==> src/rtl/keypad_lock_pkg.sv <==
// Shared definitions for the keypad code lock.
//   KEY_*        : special key codes produced by the keypad scanner
//   lock_state_t : lock FSM state, encoded as seen on state_out
//   is_digit     : true for key codes 0..9
package keypad_lock_pkg;

  localparam logic [3:0] KEY_ENTER = 4'd10;
  localparam logic [3:0] KEY_BKSP  = 4'd11;
  localparam logic [3:0] KEY_PROG  = 4'd12;

  typedef enum logic [1:0] {
    ST_ENTRY   = 2'd0,
    ST_OPEN    = 2'd1,
    ST_PROGRAM = 2'd2,
    ST_LOCKOUT = 2'd3
  } lock_state_t;

  function automatic logic is_digit(input logic [3:0] k);
    return k <= 4'd9;
  endfunction

endpackage

==> src/rtl/keypad_code_lock_ms_timer.sv <==
// Millisecond window timer.
//   CLOCK, RST : system clock, synchronous active-high reset
//   load       : restart prescaler and load the ms down-counter with load_val
//   load_val   : window length in ms
//   expired    : high for the single cycle in which the counter reaches 0
//                after a load (not re-asserted until the next load)
module ms_timer #(
  parameter int CLK_HZ = 50_000_000
) (
  input  logic        CLOCK,
  input  logic        RST,
  input  logic        load,
  input  logic [12:0] load_val,
  output logic        expired
);

  localparam int unsigned TICK_DIV = (CLK_HZ / 1000 > 0) ? CLK_HZ / 1000 : 1;
  localparam int unsigned PW       = (TICK_DIV > 1) ? $clog2(TICK_DIV) : 1;

  logic [PW-1:0] presc_q;
  logic [12:0]   ms_q;
  logic          armed_q;
  logic          ms_tick;

  assign ms_tick = (presc_q == PW'(TICK_DIV - 1));
  assign expired = armed_q && (ms_q == '0);

  always_ff @(posedge CLOCK) begin
    if (RST || load || ms_tick) begin
      presc_q <= '0;
    end else begin
      presc_q <= presc_q + PW'(1);
    end
  end

  // armed_q drops right after the expiry cycle so a stale window can never
  // fire twice.
  always_ff @(posedge CLOCK) begin
    if (RST) begin
      ms_q    <= '0;
      armed_q <= 1'b0;
    end else if (load) begin
      ms_q    <= load_val;
      armed_q <= 1'b1;
    end else if (armed_q) begin
      if (ms_q == '0) begin
        armed_q <= 1'b0;
      end else if (ms_tick) begin
        ms_q <= ms_q - 13'd1;
      end
    end
  end

endmodule

==> src/rtl/keypad_code_lock.sv <==
// Digit-entry code lock fed by the 4x4 keypad scanner.
//   CLOCK, RST : system clock, synchronous active-high reset
//   key_valid  : one-cycle keypress strobe, key_code valid with it
//   key_code   : 0-9 digit, 10 Enter, 11 Backspace, 12 Program, 13-15 ignored
//   unlock     : high while OPEN
//   alarm      : high while LOCKOUT
//   err_pulse  : one-cycle pulse on a failed Enter
//   prog_done  : one-cycle pulse when a new code is stored
//   digit_buf  : entered BCD digits, newest in the low nibble
//   digit_cnt  : number of digits entered
//   state_out  : 0 ENTRY, 1 OPEN, 2 PROGRAM, 3 LOCKOUT
// All outputs are registered.
module keypad_code_lock
  import keypad_lock_pkg::*;
#(
  parameter int                DIGITS       = 4,
  parameter int                CLK_HZ       = 50_000_000,
  parameter int                OPEN_MS      = 3000,
  parameter int                LOCK_MS      = 5000,
  parameter int                MAX_TRIES    = 3,
  parameter logic [4*DIGITS-1:0] DEFAULT_CODE = 16'h1234
) (
  input  logic                CLOCK,
  input  logic                RST,
  input  logic                key_valid,
  input  logic [3:0]          key_code,
  output logic                unlock,
  output logic                alarm,
  output logic                err_pulse,
  output logic                prog_done,
  output logic [4*DIGITS-1:0] digit_buf,
  output logic [2:0]          digit_cnt,
  output logic [1:0]          state_out
);

  localparam int BW = 4 * DIGITS;
  localparam int FW = (MAX_TRIES > 1) ? $clog2(MAX_TRIES) : 1;

  lock_state_t   state_q, state_d;
  logic [BW-1:0] code_q, code_d;
  logic [BW-1:0] buf_q, buf_d;
  logic [2:0]    cnt_q, cnt_d;
  logic [FW-1:0] fail_q, fail_d;
  logic          err_d, prog_d;

  logic          tmr_load, tmr_exp;
  logic [12:0]   tmr_val;

  logic          full;
  logic          ed_hit;
  logic [BW-1:0] ed_buf;
  logic [2:0]    ed_cnt;

  ms_timer #(.CLK_HZ(CLK_HZ)) u_timer (
    .CLOCK    (CLOCK),
    .RST      (RST),
    .load     (tmr_load),
    .load_val (tmr_val),
    .expired  (tmr_exp)
  );

  assign full = (cnt_q == 3'(DIGITS));

  // Digit/backspace editing shared by ENTRY and PROGRAM. ed_hit marks a
  // recognised editing key even when it leaves the buffer unchanged.
  always_comb begin
    ed_hit = 1'b0;
    ed_buf = buf_q;
    ed_cnt = cnt_q;
    if (key_valid) begin
      if (is_digit(key_code)) begin
        ed_hit = 1'b1;
        if (!full) begin
          ed_buf = (buf_q << 4) | BW'(key_code);
          ed_cnt = cnt_q + 3'd1;
        end
      end else if (key_code == KEY_BKSP) begin
        ed_hit = 1'b1;
        if (cnt_q != 3'd0) begin
          ed_buf = buf_q >> 4;
          ed_cnt = cnt_q - 3'd1;
        end
      end
    end
  end

  always_comb begin
    state_d  = state_q;
    code_d   = code_q;
    buf_d    = buf_q;
    cnt_d    = cnt_q;
    fail_d   = fail_q;
    err_d    = 1'b0;
    prog_d   = 1'b0;
    tmr_load = 1'b0;
    tmr_val  = 13'(OPEN_MS);

    unique case (state_q)
      ST_ENTRY: begin
        if (key_valid && key_code == KEY_ENTER) begin
          buf_d = '0;
          cnt_d = '0;
          if (full && buf_q == code_q) begin
            state_d  = ST_OPEN;
            fail_d   = '0;
            tmr_load = 1'b1;
          end else begin
            err_d = 1'b1;
            if (fail_q == FW'(MAX_TRIES - 1)) begin
              state_d  = ST_LOCKOUT;
              fail_d   = '0;
              tmr_load = 1'b1;
              tmr_val  = 13'(LOCK_MS);
            end else begin
              fail_d = fail_q + FW'(1);
            end
          end
        end else if (ed_hit) begin
          buf_d = ed_buf;
          cnt_d = ed_cnt;
        end
      end

      ST_OPEN: begin
        if (tmr_exp) begin
          state_d = ST_ENTRY;
        end else if (key_valid && key_code == KEY_PROG) begin
          state_d  = ST_PROGRAM;
          buf_d    = '0;
          cnt_d    = '0;
          tmr_load = 1'b1;
        end else if (key_valid && key_code == KEY_ENTER) begin
          state_d = ST_ENTRY;
        end
      end

      ST_PROGRAM: begin
        // A full-buffer Enter beats a coincident expiry; everything else
        // loses to it.
        if (key_valid && key_code == KEY_ENTER && full) begin
          code_d  = buf_q;
          prog_d  = 1'b1;
          state_d = ST_ENTRY;
          buf_d   = '0;
          cnt_d   = '0;
        end else if (tmr_exp) begin
          state_d = ST_ENTRY;
          buf_d   = '0;
          cnt_d   = '0;
        end else if (ed_hit) begin
          buf_d    = ed_buf;
          cnt_d    = ed_cnt;
          tmr_load = 1'b1;
        end
      end

      ST_LOCKOUT: begin
        buf_d = '0;
        cnt_d = '0;
        if (tmr_exp) begin
          state_d = ST_ENTRY;
        end
      end

      default: state_d = ST_ENTRY;
    endcase
  end

  always_ff @(posedge CLOCK) begin
    if (RST) begin
      state_q   <= ST_ENTRY;
      code_q    <= DEFAULT_CODE;
      buf_q     <= '0;
      cnt_q     <= '0;
      fail_q    <= '0;
      err_pulse <= 1'b0;
      prog_done <= 1'b0;
      unlock    <= 1'b0;
      alarm     <= 1'b0;
    end else begin
      state_q   <= state_d;
      code_q    <= code_d;
      buf_q     <= buf_d;
      cnt_q     <= cnt_d;
      fail_q    <= fail_d;
      err_pulse <= err_d;
      prog_done <= prog_d;
      unlock    <= (state_d == ST_OPEN);
      alarm     <= (state_d == ST_LOCKOUT);
    end
  end

  assign digit_buf = buf_q;
  assign digit_cnt = cnt_q;
  assign state_out = state_q;

endmodule
==> config.mk <==
export PLATFORM = sky130hd
export DESIGN_NAME = keypad_code_lock
export DESIGN_NICKNAME = d
export VERILOG_FILES = /design/src/rtl/keypad_lock_pkg.sv /design/src/rtl/keypad_code_lock_ms_timer.sv /design/src/rtl/keypad_code_lock.sv
export SDC_FILE = /design/constraint.sdc
export NUM_CORES = 1
export LEC_CHECK = 0
export BUFFER_PORTS_ARGS = -buffer_cell sky130_fd_sc_hd__clkbuf_2
export CORE_ASPECT_RATIO = 0.5
export CORE_MARGIN = 4
export CORE_UTILIZATION = 35
export CTS_CLUSTER_SIZE = 25
export DETAILED_ROUTE_END_ITERATION = 8
export PLACE_DENSITY_LB_ADDON = 0.05
export SETUP_SLACK_MARGIN = 0.15
export SYNTH_ARGS = -nofsm -noshare
export SYNTH_HDL_FRONTEND = slang
export SYNTH_SLANG_ARGS = --single-unit
==> constraint.sdc <==
create_clock -name CLOCK -period 6 [get_ports CLOCK]
set_input_delay 1.8 -clock CLOCK [delete_from_list [all_inputs] [get_ports CLOCK]]
set_output_delay 1.8 -clock CLOCK [all_outputs]
set_load 0.03 [all_outputs]
==> metrics.md <==
| Metric | Value |
|---|---|
| Vias | approximately 2.8k |
| Die width | between 100 and 150 um |
| Worst EP required | around 6.2 ns |
| Port Buf Inserts | 31 |
| Hold-fix buffer count after cts | 0 |
| DRT iter0 DRCs | 210 |
| Syn-to-layout area delta | 14.26% |
| Crit path capture | digit_buf[1] |
| Fmax | between 200 and 300 MHz |
| Routability cong. | slightly above 0.8 |
| Final core utilization | between 40% and 50% |
| Yosys warning count | 0 |
| Post_cts resized | 0 |
| Pleak | roughly 1.6 nW |
| Crit. Startpoint | key_code[2] |
| Root buf cell | clkbuf_16 |
| Initial Util | around 37% |
| CTS clk-pin slew, worst paths | 0.05 ns |
| Crit-path max FO | 15 |
| Wire length per cell | 14.70 um |
| Tightest Pin Transition | 0.8413 ns |
| Worst min-delay path category | reg -> reg |
| Final Setup Violations | 0 |
| Final Hold Vio Count | 0 |
| DR vias/cell | around 5 |
| FP Rows | 25 |
| Sink Count | 73 |
| Status | finished clean |
| Tot GR Track Use | approximately 15% |
| Post-CTS Setup Inserts | 0 |
| Antenna-violating nets left | 0 |
| Initial antenna violation count | 0 |
| Final std cells w/o fill | 558 |
| Setup CP Type | in -> reg |
| Synthesized net count | just over 400 |
| First-pass GRT wire length | 13840 um |
| Worst slew margin | 43.48% |
| Total die area | about 0.012 mm2 |
| Crit start category | input pin |
| Synthesized area per cell | 8.930 um2 |
| Clock latency on the worst-skew pair | about 0.33 ns |
| Clock buffer depth | 2 |
| Share of cells above drive strength 1 | around 13% |
| RSZ-0062 raised after global routing | false |
| Yosys reg bits | 73 |
| DP Cell Count | ~540 |
| Vias in the first global route | around 2.8k |
| Hold path depth | 1 |
| Min Tclk post-route | approximately 3.6 ns |
| Layout Skew | about 0.0076 ns |
| Worst VDD drop | around 0.14 mV |
| Setup TNS | 0 ns |
| CP endpoint kind | flop |
| DRC viols | 0 |
| WL final | 8204 um |
| Number of H-tree levels | 3 |
| Mapped Area | around 0.0035 mm2 |
| Seq/Total Area, Yosys | around two fifths |
| Critical path arrival | about 3.8 ns |
| CTS tree | built |
| Area of the core | between 0.009 and 0.01 mm2 |
| Synth unique cells | 53 |
| Post-DP HPWL | 5938 um |
| Grt ovf | 0 |
| Critical R2R Launch | digit_cnt[0] |
| Largest net degree at the start of global routing | 27 |
| Worst R2R End | digit_buf[1] |
| Post-Syn Instances | approximately 390 |
| # diodes | 0 |
| Final slew viol count | 0 |
| R2R cell count | 8 |
| Fill cells | roughly 980 |
| Pwr dens | ~280 mW/mm2 |
| Tot Pwr | around 1.1 mW |
| Reg-to-reg setup timing slack | 3.33 ns |
| I/O Pins | 32 |
| Number of enable flip-flop cells after synthesis | 0 |
| TritonCTS Buffers | 9 |
| Synth async-reset ratio | 0% |
| Layout Nets | roughly 430 |
| Top FF cell, synth | dfxtp_1 |
| Chip height | roughly 79 um |
| Drt first pass iters | 4 |
| Ratio of final minimum period to clock period | 60.15% |
| Maxcap violations | 0 |
-- layer usage --
metal / global-route usage (%) / vias to the layer above / part of all wire, %
met5: 0 / - / 0
met4: 3.379 / 0 / 0.65
met3: 4.903 / 5 / 3.7
met2: 23.33 / 39 / 45
met1: 19.53 / 1344 / 50
li1: - / 1434 / -
-- state kept, by name, summed over array words and instances, names as in the netlist --
register         count
u_timer.presc_q     16
alarm                1
state_out            2
code_q              16
digit_cnt            3
u_timer.ms_q        13
fail_q               2
prog_done            1
err_pulse            1
unlock               1
digit_buf           16
u_timer.armed_q      1
-- cells in the final DEF (no fill, tap or decap), types with 2 or more instances in the layout --
master | netlist | routed
a211oi_2 | 5 | 5
ha_1 | 6 | 6
and3_1 | 7 | 7
a22oi_1 | 4 | 4
and2_1 | 2 | 2
nand2b_1 | 3 | 3
nor3_1 | 6 | 6
xnor2_1 | 24 | 24
nor2_1 | 68 | 68
o21a_1 | 2 | 2
nor2b_1 | 5 | 5
nand4_1 | 8 | 8
clkbuf_16 | 0 | 9
clkinv_2 | 0 | 2
a31oi_1 | 4 | 4
or3_1 | 2 | 2
and4_1 | 2 | 2
clkbuf_2 | 1 | 31
nand3_1 | 16 | 16
dfxtp_1 | 73 | 73
o22ai_1 | 12 | 12
a21oi_1 | 16 | 16
nand3b_1 | 3 | 3
xor2_1 | 19 | 19
inv_1 | 8 | 8
clkbuf_1 | 9 | 2
o21ai_0 | 5 | 5
mux2i_1 | 16 | 16
a211oi_1 | 9 | 9
o211ai_1 | 2 | 2
or3b_1 | 2 | 2
nor4_1 | 4 | 4
nand2_1 | 25 | 25
a21o_1 | 2 | 2
-- report_power, final --
part	internal [mW]	total (mW)	switching [mW]
Combinational	0.0400	0.112	0.0724
Sequential	0.497	0.518	0.0211
Clock	0.287	0.481	0.194
-- layout make-up --
type / count / area [um2] / area share, %
timing repair buffer: 31 / 155.1 / 3.869
clock inverter: 3 / 17.52 / 0.4368
tap: 135 / 168.9 / 4.212
clock buffer: 12 / 246.5 / 6.147
sequential: 73 / 1461 / 36.44
multi-input combinational: 296 / 1931 / 48.14
inverter: 8 / 30.03 / 0.7488
-- how the worst min path moves through the flow --
stage                       start                  to  slack, ns
6_report       u_timer.presc_q[0]  u_timer.presc_q[0]       0.46
3_3_place_gp   u_timer.presc_q[0]  u_timer.presc_q[0]       0.45
4_1_cts        u_timer.presc_q[0]  u_timer.presc_q[0]       0.47
2_1_floorplan  u_timer.presc_q[0]  u_timer.presc_q[0]       0.43
3_5_place_dp   u_timer.presc_q[0]  u_timer.presc_q[0]       0.45
5_1_grt        u_timer.presc_q[0]  u_timer.presc_q[0]       0.51
-- kinds of logic after synthesis --
group / after synthesis / synth area share, %
fa+ha+maj: 6 / 2.139
simple gates: 165 / 24.03
compound gates: 65 / 13.23
flops: 73 / 41.64
xor+xnor: 43 / 10.73
buf+inv: 24 / 3.351
mux: 17 / 4.884
-- critical path, cell delays in order --
cell,delay (ns)
clkbuf_2,0.14
nand3b_1,0.21
or3b_1,0.61
nand2_1,0.19
nor3b_4,0.54
nor2_1,0.08
a211oi_1,0.25
-- stage by stage --
| step | setup WS, ns | cell area, um2 | hold slack [ns] |
|---|---|---|---|
| final | 2.391 | 4010 | 0.4648 |
| after global routing | 2.196 | 4010 | 0.5142 |
| after CTS | 2.406 | 4010 | 0.4662 |
| after detailed placement | 2.091 | 3746 | 0.4526 |
| after global placement | 2.204 | 3746 | 0.4484 |
| after floorplan | 2.596 | 3510 | 0.4299 |
-- cells in the mapped netlist (all sizes together), types with 7 or more instances --
master,count,area (um2)
a211oi,14,130.1
a21oi,16,80.08
and3,7,43.79
clkbuf,10,38.78
dfxtp,73,1461
inv,8,30.03
mux2i,16,160.2
nand2,26,100.1
nand3,16,80.08
nand4,8,50.05
nor2,68,255.2
o22ai,12,75.07
xnor2,24,210.2
xor2,19,166.4
Power figures use the tool's default switching activity.
